**src/rtl/stack_exec_unit.sv**
```systemverilog
`default_nettype none
// ============================================================================
// Module   : stack_exec_unit
// Brief    : Three-cycle data-stack execution unit; TOS held in a register,
//            deeper entries in a synchronous-read RAM, sticky error flags.
// Revision : 1.0
// ============================================================================
module stack_exec_unit #(
    parameter int WIDTH_DATA = 16,
    parameter int AWIDTH     = 5,
    parameter int OPC_W      = 5,
    parameter bit SIGN_EXT   = 1'b0
) (
    input  logic                  clk,
    input  logic                  reset,
    input  logic [WIDTH_DATA-1:0] instruction,
    input  logic                  instr_valid,
    output logic                  instr_ready,
    input  logic                  err_clr,
    output logic [WIDTH_DATA-1:0] tos,
    output logic [AWIDTH:0]       depth,
    output logic                  empty,
    output logic                  full,
    output logic                  done,
    output logic                  err_under,
    output logic                  err_over,
    output logic                  err_illegal
);

    localparam int IMM_W       = WIDTH_DATA - OPC_W;
    localparam int C_RAM_DEPTH = 2**AWIDTH;

    localparam logic [AWIDTH:0]   C_FULL  = {1'b1, {AWIDTH{1'b0}}};
    localparam logic [AWIDTH:0]   C_D_ONE = (AWIDTH+1)'(1);
    localparam logic [AWIDTH:0]   C_D_TWO = (AWIDTH+1)'(2);
    localparam logic [AWIDTH-1:0] C_A_ONE = AWIDTH'(1);
    localparam logic [AWIDTH-1:0] C_A_TWO = AWIDTH'(2);

    localparam logic [OPC_W-1:0] C_OP_NOP  = OPC_W'(0);
    localparam logic [OPC_W-1:0] C_OP_PUSH = OPC_W'(1);
    localparam logic [OPC_W-1:0] C_OP_POP  = OPC_W'(2);
    localparam logic [OPC_W-1:0] C_OP_DUP  = OPC_W'(3);
    localparam logic [OPC_W-1:0] C_OP_ADD  = OPC_W'(4);
    localparam logic [OPC_W-1:0] C_OP_SUB  = OPC_W'(5);
    localparam logic [OPC_W-1:0] C_OP_AND  = OPC_W'(6);
    localparam logic [OPC_W-1:0] C_OP_OR   = OPC_W'(7);
    localparam logic [OPC_W-1:0] C_OP_XOR  = OPC_W'(8);
    localparam logic [OPC_W-1:0] C_OP_SWAP = OPC_W'(9);

    typedef enum logic [1:0] {
        S_IDLE   = 2'd0,
        S_DECODE = 2'd1,
        S_EXEC   = 2'd2
    } state_t;

    state_t                r_state;
    logic [OPC_W-1:0]      r_opc;
    logic [WIDTH_DATA-1:0] r_imm_ext;
    logic [WIDTH_DATA-1:0] r_tos;
    logic [WIDTH_DATA-1:0] r_nos;
    logic [AWIDTH:0]       r_depth;
    logic                  r_ready;
    logic                  r_done;
    logic                  r_f_under;
    logic                  r_f_over;
    logic                  r_f_ill;
    logic                  r_err_under;
    logic                  r_err_over;
    logic                  r_err_ill;
    logic [WIDTH_DATA-1:0] r_ram [C_RAM_DEPTH];

    logic [IMM_W-1:0]      w_imm;
    logic [WIDTH_DATA-1:0] w_imm_ext;
    logic [WIDTH_DATA-1:0] w_alu;
    logic [WIDTH_DATA-1:0] w_tos_nxt;
    logic [AWIDTH:0]       w_depth_nxt;
    logic                  w_in_exec;
    logic                  w_is_alu;
    logic                  w_legal;
    logic                  w_need1;
    logic                  w_need2;
    logic                  w_grow;
    logic                  w_under;
    logic                  w_over;
    logic                  w_commit;
    logic                  w_ram_we;
    logic [AWIDTH-1:0]     w_rd_addr;
    logic [AWIDTH-1:0]     w_wr_addr;

    assign w_imm = instruction[IMM_W-1:0];

    generate
        if (SIGN_EXT) begin : g_sext
            assign w_imm_ext = {{OPC_W{w_imm[IMM_W-1]}}, w_imm};
        end else begin : g_zext
            assign w_imm_ext = {{OPC_W{1'b0}}, w_imm};
        end
    endgenerate

    // Legality and depth checks run in DECODE on the latched opcode
    assign w_is_alu = (r_opc >= C_OP_ADD) && (r_opc <= C_OP_XOR);
    assign w_legal  = (r_opc <= C_OP_SWAP);
    assign w_need1  = (r_opc == C_OP_POP) || (r_opc == C_OP_DUP);
    assign w_need2  = w_is_alu || (r_opc == C_OP_SWAP);
    assign w_grow   = (r_opc == C_OP_PUSH) || (r_opc == C_OP_DUP);
    assign w_under  = w_legal && ((w_need1 && (r_depth == '0)) ||
                                  (w_need2 && (r_depth < C_D_TWO)));
    assign w_over   = w_legal && w_grow && (r_depth == C_FULL);

    assign w_in_exec = (r_state == S_EXEC);
    assign w_commit  = w_in_exec && !(r_f_under || r_f_over || r_f_ill);

    // NOS lives at RAM[depth-2]; a push spills the old TOS into RAM[depth-1]
    assign w_rd_addr = r_depth[AWIDTH-1:0] - C_A_TWO;
    assign w_wr_addr = (r_opc == C_OP_SWAP) ? (r_depth[AWIDTH-1:0] - C_A_TWO)
                                            : (r_depth[AWIDTH-1:0] - C_A_ONE);
    assign w_ram_we  = w_commit && ((w_grow && (r_depth != '0)) || (r_opc == C_OP_SWAP));

    always_comb begin
        w_alu = r_tos;
        case (r_opc)
            C_OP_ADD: w_alu = r_nos + r_tos;
            C_OP_SUB: w_alu = r_nos - r_tos;
            C_OP_AND: w_alu = r_nos & r_tos;
            C_OP_OR:  w_alu = r_nos | r_tos;
            C_OP_XOR: w_alu = r_nos ^ r_tos;
            default:  w_alu = r_tos;
        endcase
    end

    always_comb begin
        w_tos_nxt   = r_tos;
        w_depth_nxt = r_depth;
        case (r_opc)
            C_OP_NOP: begin
                w_tos_nxt   = r_tos;
                w_depth_nxt = r_depth;
            end
            C_OP_PUSH: begin
                w_tos_nxt   = r_imm_ext;
                w_depth_nxt = r_depth + C_D_ONE;
            end
            C_OP_DUP: begin
                w_depth_nxt = r_depth + C_D_ONE;
            end
            C_OP_POP: begin
                w_tos_nxt   = (r_depth == C_D_ONE) ? '0 : r_nos;
                w_depth_nxt = r_depth - C_D_ONE;
            end
            C_OP_ADD, C_OP_SUB, C_OP_AND, C_OP_OR, C_OP_XOR: begin
                w_tos_nxt   = w_alu;
                w_depth_nxt = r_depth - C_D_ONE;
            end
            C_OP_SWAP: begin
                w_tos_nxt   = r_nos;
            end
            default: begin
                w_tos_nxt   = r_tos;
                w_depth_nxt = r_depth;
            end
        endcase
    end

    always_ff @(posedge clk or negedge reset) begin
        if (!reset) begin
            r_state     <= S_IDLE;
            r_opc       <= '0;
            r_imm_ext   <= '0;
            r_tos       <= '0;
            r_depth     <= '0;
            r_ready     <= 1'b1;
            r_done      <= 1'b0;
            r_f_under   <= 1'b0;
            r_f_over    <= 1'b0;
            r_f_ill     <= 1'b0;
            r_err_under <= 1'b0;
            r_err_over  <= 1'b0;
            r_err_ill   <= 1'b0;
        end else begin
            r_done      <= 1'b0;
            // A flag raised in the same cycle as a clear stays set
            r_err_under <= (w_in_exec & r_f_under) | (r_err_under & ~err_clr);
            r_err_over  <= (w_in_exec & r_f_over)  | (r_err_over  & ~err_clr);
            r_err_ill   <= (w_in_exec & r_f_ill)   | (r_err_ill   & ~err_clr);
            case (r_state)
                S_IDLE: begin
                    if (instr_valid) begin
                        r_opc     <= instruction[WIDTH_DATA-1 -: OPC_W];
                        r_imm_ext <= w_imm_ext;
                        r_ready   <= 1'b0;
                        r_state   <= S_DECODE;
                    end
                end
                S_DECODE: begin
                    r_f_under <= w_under;
                    r_f_over  <= w_over;
                    r_f_ill   <= ~w_legal;
                    r_state   <= S_EXEC;
                end
                S_EXEC: begin
                    if (w_commit) begin
                        r_tos   <= w_tos_nxt;
                        r_depth <= w_depth_nxt;
                    end
                    r_done  <= 1'b1;
                    r_ready <= 1'b1;
                    r_state <= S_IDLE;
                end
                default: begin
                    r_ready <= 1'b1;
                    r_state <= S_IDLE;
                end
            endcase
        end
    end

    always_ff @(posedge clk) begin
        if (r_state == S_DECODE) begin
            r_nos <= r_ram[w_rd_addr];
        end
        if (w_ram_we) begin
            r_ram[w_wr_addr] <= r_tos;
        end
    end

    assign instr_ready = r_ready;
    assign tos         = r_tos;
    assign depth       = r_depth;
    assign empty       = (r_depth == '0);
    assign full        = (r_depth == C_FULL);
    assign done        = r_done;
    assign err_under   = r_err_under;
    assign err_over    = r_err_over;
    assign err_illegal = r_err_ill;

endmodule
`default_nettype wire

```
**config.mk**
```make
export PLATFORM = sky130hd
export DESIGN_NAME = stack_exec_unit
export DESIGN_NICKNAME = d
export VERILOG_FILES = /design/src/rtl/stack_exec_unit.sv
export SDC_FILE = /design/constraint.sdc
export NUM_CORES = 1
export LEC_CHECK = 0
export BUFFER_PORTS_ARGS = -buffer_cell sky130_fd_sc_hd__buf_4
export CAP_MARGIN = 20
export CORE_MARGIN = 5
export CORE_UTILIZATION = 41
export CTS_BUF_LIST = sky130_fd_sc_hd__clkbuf_8
export DETAILED_ROUTE_END_ITERATION = 12
export SLEW_MARGIN = 0
export SYNTH_ARGS = -nofsm -noshare
export SYNTH_HDL_FRONTEND = slang
export SYNTH_SLANG_ARGS = --single-unit
```
**constraint.sdc**
```tcl
create_clock -name clk -period 3.5 [get_ports clk]
set_input_delay 0.175 -clock clk [delete_from_list [all_inputs] [get_ports clk]]
set_output_delay 0.175 -clock clk [all_outputs]
set_load 0.02 [all_outputs]
```
==> results.py, run 1 <==
metrics = {
    "drt": {
        "viasPerCell": 5.59,
        "wl_per_cell_um": 25.4,
        "drtIter0Drc": 1237,
        "wirelength_um": 60100,
        "postRouteAntennaNets": 0,
        "via_count": 13200,
        "drc_errors": 0,
        "first_pass_iters": 7,
    },
    "clocking": {
        "cts.root.buffer_cell": "clkbuf_8",
        "h-tree-depth": 3,
        "clock_latency_ps": 690,
        "cts_made_buffers": 97,
        "post_cts.repair.setup_buffers": 0,
        "cts_tree": "built",
        "clk_path_buf_depth": 3,
        "clk_pin_slew_ps": 70,
        "post_cts_resized": 0,
        "cts_hold_buffers": 21,
        "clock_sinks": 576,
    },
    "critical_path": {
        "endpoint_kind": "flip-flop",
        "slowest_stage": "dfrtp_1",
        "crit_chain": "inv_1 -> ha_1 -> nand3_1 -> nor2_1 -> buf_4 -> a21oi_1 -> xnor2_1 -> ha_1 -> a21oi_1 -> o21ai_0 -> a221oi_1 -> o21ai_0 -> xnor2_1 -> a211oi_1",
        "criticalPathCategory": "reg2reg",
        "cp.required_ps": 4080,
        "crit_family": "compound AO/OA/AOI/OAI gates",
        "critPathLaunchType": "flip-flop",
        "worstPathMaxFanout": 7,
        "max_stage_delay_ps": 440,
        "worst_ep_arrival_time_ps": 3830,
        "r2r_slack_ps": 250,
        "critPathBufInv": 2,
    },
    "yosys": {
        "synthArstFlopShare_pct": 8.33,
        "syn_area_mm2": 0.0245,
        "synth.yosys.seq_area_share_pct": 69.5,
        "synth-main-ff-cell": "edfxtp_1",
        "postSynthCellCount": 1319,
        "synth_edf_count": 528,
        "synthTopCellsByArea": "edfxtp_1 (65%), mux4_2 (15%), dfrtp_1 (4.8%), ha_1 (2.8%), mux2_2 (1.4%)",
        "syn_area_per_cell_um2": 18.6,
        "yosysWarnings": 0,
        "netlist.top_cell.by_area": "edfxtp_1",
        "yosys_register_bits": 576,
        "yosys.area.top_type_share_pct": 64.6,
        "ys_top_cells_by_count": "edfxtp_1 (528), mux4_2 (160), nor2_1 (69), ha_1 (55), inv_1 (52)",
        "yosysUniqueCellTypes": 71,
        "synth.most_common_cell": "edfxtp_1",
        "synth_nets": 1395,
    },
    "sta": {
        "slew_headroom_pct": 22.4,
        "setup_viol": 0,
        "hold_slack_ps": 94.5,
        "finClkSkew_ps": 40.0,
        "clock.fmax_mhz": 307,
        "tightest_slew_ps": 1160,
        "hold_violations": 0,
        "layout_setup_ws_ps": 246,
        "rsz0062_at_grt": "no",
        "final_max_slew_viol_count": 0,
        "fin_crit_ps": 3250,
        "period_share_pct": 93.0,
    },
    "cells_and_area": {
        "drive_gt1_share_pct": 31.6,
        "area_growth_pct": 17.2,
        "nets": 1593,
        "fin_cells": 2368,
    },
    "power_and_ir_drop": {
        "irDropWorstVdd_mv": 0.763,
        "cellPowerDensity_mw_per_mm2": 860,
        "p_leak_nw": 9.91,
        "p_total_mw": 24.7,
    },
    "grt": {
        "grt_pass1_vias": 13800,
        "antenna_found_initial": 1,
        "grt_max_degree": 136,
        "grt_pass1_wl_um": 90500,
        "grt_remaining_overflow": 0,
        "gr-usage-all-layers_pct": 18.9,
    },
    "run": {
        "cap_violations": 0,
    },
    "worst_hold_path": {
        "min_path_type": "in2async",
    },
    "placement": {
        "hpwl_um": 35600,
        "numPlacedInstances": 2170,
        "portBuffers": 48,
        "place_worst_setup_slack_ps": 306,
        "gp_congestion": 0.913,
    },
    "die": {
        "fp.dieArea_mm2": 0.0648,
        "coreArea_mm2": 0.0591,
        "die_height_um": 255,
        "initial_core_util_pct": 41.5,
        "ioPinCount": 49,
        "die_w_um": 255,
        "rows": 89,
    },
    "run_status": {
        "status": "finished, final reports clean",
    },
}
==> cells in the final DEF, fill, tap and decap left out, types with 7 or more instances in the layout <==
master,instances
nor2_2,25
bufinv_16,8
clkinv_1,21
inv_1,82
buf_12,18
a221o_1,12
a221oi_1,8
nand2_1,36
clkbuf_8,99
o21ai_0,28
a22oi_1,7
mux4_2,160
nor2_1,46
dlygate4sd3_1,21
dfrtp_1,45
nand2b_1,10
a31oi_1,7
nand3_1,9
edfxtp_1,528
mux2_2,31
xnor2_1,23
a21oi_1,33
nor3_1,14
buf_4,123
xor2_1,8
or2_2,7
clkinv_2,10
ha_1,54
==> path summary, 6_finish.rpt <==
| kind | start | to | depth (start not counted) |
|---|---|---|---|
| worst max-delay path | tos[1] | tos[15] | 14 |
| worst min-delay path | reset | depth[2] | 2 |
| worst max register to register | tos[1] | tos[15] | 14 |
| worst min register to register | instr_ready | instr_ready | 2 |
| max in group asynchronous | reset | depth[1] | 2 |
| min in group clk | err_clr | err_under | 3 |
==> flip-flops by register name, indices dropped and copies added, names as in the netlist, 2 cells and up <==
name	count
r_ram	512
r_state	2
r_nos	16
r_imm_ext	11
depth	6
r_opc	5
tos	16
==> layer usage <==
| metal | vias up | track usage [%] | routed length (um) |
|---|---|---|---|
| met5 | - | 0 | 0 |
| met4 | 0 | 5.92 | 1700 |
| met3 | 108 | 3.86 | 3140 |
| met2 | 402 | 30.3 | 29400 |
| met1 | 6974 | 26.3 | 25900 |
| li1 | 5762 | - | - |
==> power breakdown <==
group          switching (mW)  leakage, nW  total (mW)  internal (mW)
combinational            5.57         3.31        9.83           4.26
sequential              0.346         5.50        8.89           8.54
clock                    2.75         1.09        6.00           3.25
==> per-stage QoR <==
stage	area [um2]	TNS (ps)	util (%)
after global routing	28700	0	48.6
final	28700	0	48.6
after floorplan	24600	-55350	-
after detailed placement	26600	0	45.0
after global placement	26600	0	45.0
after CTS	28700	0	48.6
==> cell type report <==
cell class	count	area, um2
flip-flops and latches	576	17100
clock buffers	99	1360
multi-input cells	627	7070
clock inverters	77	573
fillers	4838	30400
well taps	773	967
diodes	1	2.50
repair buffers	163	1510
inverters	52	195
==> cells by family after synthesis <==
logic type	synth area share [%]
AND/OR/NAND/NOR	3.78
multiplexers	16.2
flip-flops	69.5
adder cells (fa/ha/maj)	2.89
buffers and inverters	1.98
XOR/XNOR	1.18
AO/OA/AOI/OAI	4.39
Power figures use the tool's default switching activity.
==> run 2, diff against run 1 <==
--- a/config.mk
+++ b/config.mk
@@ -8,9 +8,10 @@
 export BUFFER_PORTS_ARGS = -buffer_cell sky130_fd_sc_hd__buf_4
 export CAP_MARGIN = 20
 export CORE_MARGIN = 5
-export CORE_UTILIZATION = 41
+export CORE_UTILIZATION = 59
 export CTS_BUF_LIST = sky130_fd_sc_hd__clkbuf_8
 export DETAILED_ROUTE_END_ITERATION = 12
+export PLACE_DENSITY = 0.79
 export SLEW_MARGIN = 0
 export SYNTH_ARGS = -nofsm -noshare
 export SYNTH_HDL_FRONTEND = slang
==> run 2 against run 1 <==
Against the previous run:
- hold slack improved by 11 ps
- count of clock-buffer cells in the layout is 9 lower
- via count is 1.4% higher
- die area shrank 29%
- clock skew hardly changed
- critical endpoint is now tos[14]
==> results.py, run 2 (same netlist as run 1, synthesis figures left out) <==
metrics = {
    "sta": {
        "clock.fmax_mhz": 306,
        "setup_tns_ps": 0,
        "layout_setup_ws_ps": 227,
        "slew_headroom_pct": 38.9,
        "period_share_pct": 93.5,
        "final_max_slew_viol_count": 0,
        "tightest_slew_ps": 917,
        "finClkSkew_ps": 40.3,
        "rsz0062_at_grt": "no",
        "hold_violations": 0,
        "setup_viol": 0,
        "fin_crit_ps": 3270,
    },
    "die": {
        "die_w_um": 214,
        "coreArea_mm2": 0.0410,
        "fp.dieArea_mm2": 0.0457,
        "initial_core_util_pct": 59.8,
        "ioPinCount": 49,
        "rows": 74,
        "die_height_um": 214,
    },
    "critical_path": {
        "criticalPathCategory": "reg2reg",
        "endpoint_kind": "flip-flop",
        "reg2reg_from": "r_opc[1]",
        "critPathLaunchType": "flip-flop",
        "r2r.worst_path.cells": 11,
        "worst_ep_arrival_time_ps": 3820,
        "worstPathMaxFanout": 6,
        "r2r_slack_ps": 230,
        "slowest_stage": "a2111oi_0",
        "cp.required_ps": 4040,
        "r2r_end": "tos[14]",
        "max_stage_delay_ps": 430,
        "crit_chain": "nand2b_1 -> nor3_1 -> buf_4 -> mux2_2 -> fa_1 -> nor2b_1 -> o21bai_1 -> a2111oi_0 -> o21ai_0 -> nor3b_1 -> o31ai_1",
    },
    "cells_and_area": {
        "stdcell_area_mm2": 0.0281,
        "area_growth_pct": 14.4,
        "final_cell_mix": "edfxtp_1 (528), mux4_2 (160), buf_4 (122), clkbuf_8 (90), inv_1 (81)",
        "nets": 1584,
        "drive_gt1_share_pct": 30.9,
        "layout_commonest_cell": "edfxtp_1",
        "antennaDiodeCount": 0,
        "top_register": "r_ram",
        "largest_reg_flops": 512,
        "fin_cells": 2105,
        "nFillCells": 2557,
    },
    "drt": {
        "via_count": 13400,
        "first_pass_iters": 5,
        "wirelength_um": 58700,
        "postRouteAntennaNets": 0,
        "wl_per_cell_um": 27.9,
        "drc_errors": 0,
        "viasPerCell": 6.38,
        "drtIter0Drc": 1717,
    },
    "clocking": {
        "clk_path_buf_depth": 3,
        "cts_tree": "built",
        "cts.root.buffer_cell": "clkbuf_8",
        "clock_sinks": 576,
        "cts_made_buffers": 90,
        "h-tree-depth": 3,
        "clock_latency_ps": 650,
        "clk_pin_slew_ps": 60,
    },
    "grt": {
        "antenna_found_initial": 0,
        "grt_remaining_overflow": 0,
        "gr-usage-all-layers_pct": 26.3,
        "grt_pass1_vias": 13700,
        "grt_max_degree": 136,
        "grt_pass1_wl_um": 87400,
    },
    "placement": {
        "gp_congestion": 0.931,
        "portBuffers": 48,
        "numPlacedInstances": 1929,
        "place_worst_setup_slack_ps": 339,
        "hpwl_um": 35500,
        "dpl-instance-area_mm2": 0.0263,
    },
    "worst_hold_path": {
        "min_path_type": "in2async",
    },
    "power_and_ir_drop": {
        "comb_power_share_pct": 41.7,
        "irDropWorstVdd_mv": 0.681,
        "swShare_pct": 35.6,
        "cellPowerDensity_mw_per_mm2": 845,
        "p_seq_share_pct": 37.4,
        "p_int_mw": 15.3,
        "clkPwrFrac_pct": 20.9,
        "p_switching_mw": 8.44,
        "p_leak_nw": 9.71,
    },
    "run_status": {
        "status": "finished, final reports clean",
    },
    "run": {
        "cap_violations": 0,
    },
}
==> run 2: final cells by class <==
cell class                 instances  area [um2]  share of cell area (%)
multi-input combinational        627        7080                    25.2
clock inverter                    67         318                    1.13
timing repair buffer             161        1510                    5.37
inverter                          52         195                   0.695
sequential                       576       17100                    60.8
clock buffer                      90        1240                    4.41
tap                              532         666                    2.37
==> run 2: worst max-delay path, delay by kind of cell, from the launching register on <==
kind	cells	cell delay [ps]
adder cells (fa/ha/maj)	1	420
AO/OA/AOI/OAI	4	1050
buffers and inverters	1	200
flip-flops	1	370
AND/OR/NAND/NOR	4	750
multiplexers	1	360
==> run 2: how the worst max path moves through the flow <==
stage / startpoint / endpoint / slack (ps) / depth (start not counted)
after global placement: r_opc[1] / tos[12] / 260 / 13
after global routing: r_opc[1] / tos[10] / 30 / 11
final: r_opc[1] / tos[14] / 230 / 11
after detailed placement: r_opc[1] / tos[14] / 340 / 11
after CTS: r_opc[1] / tos[14] / 250 / 11
after floorplan: depth[1] / r_ram[2][0] / -240 / 10
==> run 2: power groups by stage <==
stage	Sequential, mW	Clock (mW)	Combinational, mW
after floorplan	9.35	0	6.18
after global placement	8.98	0	9.69
after detailed placement	8.99	0	9.85
after CTS	8.85	5.08	9.92
after global routing	8.89	5.40	10.6
final	8.87	4.96	9.89
==> run 2: layer usage <==
layer	share of wire, %	global-route usage [%]	vias up
li1	-	-	5724
met1	39	37.4	6913
met2	50	42.8	692
met3	8.1	4.54	109
met4	2.8	8.51	0
met5	0	0	-
==> run 2: through the flow <==
stage	total power, mW	utilization (%)	hold WS (ps)
after detailed placement	18.8	64.2	248
after CTS	23.8	68.4	67.7
after global placement	18.7	64.2	233
after floorplan	15.5	-	-121
after global routing	24.9	68.4	145
final	23.7	68.4	106
==> run 2: what timing repair did <==
| item | in CTS | in global routing |
|---|---|---|
| resized for setup | 0 | 0 |
| buffers inserted | 0 | 0 |
| endpoints found under the setup margin | 0 | 0 |
| endpoints found under the hold margin | 68 | 0 |
| hold buffers | 19 | 0 |
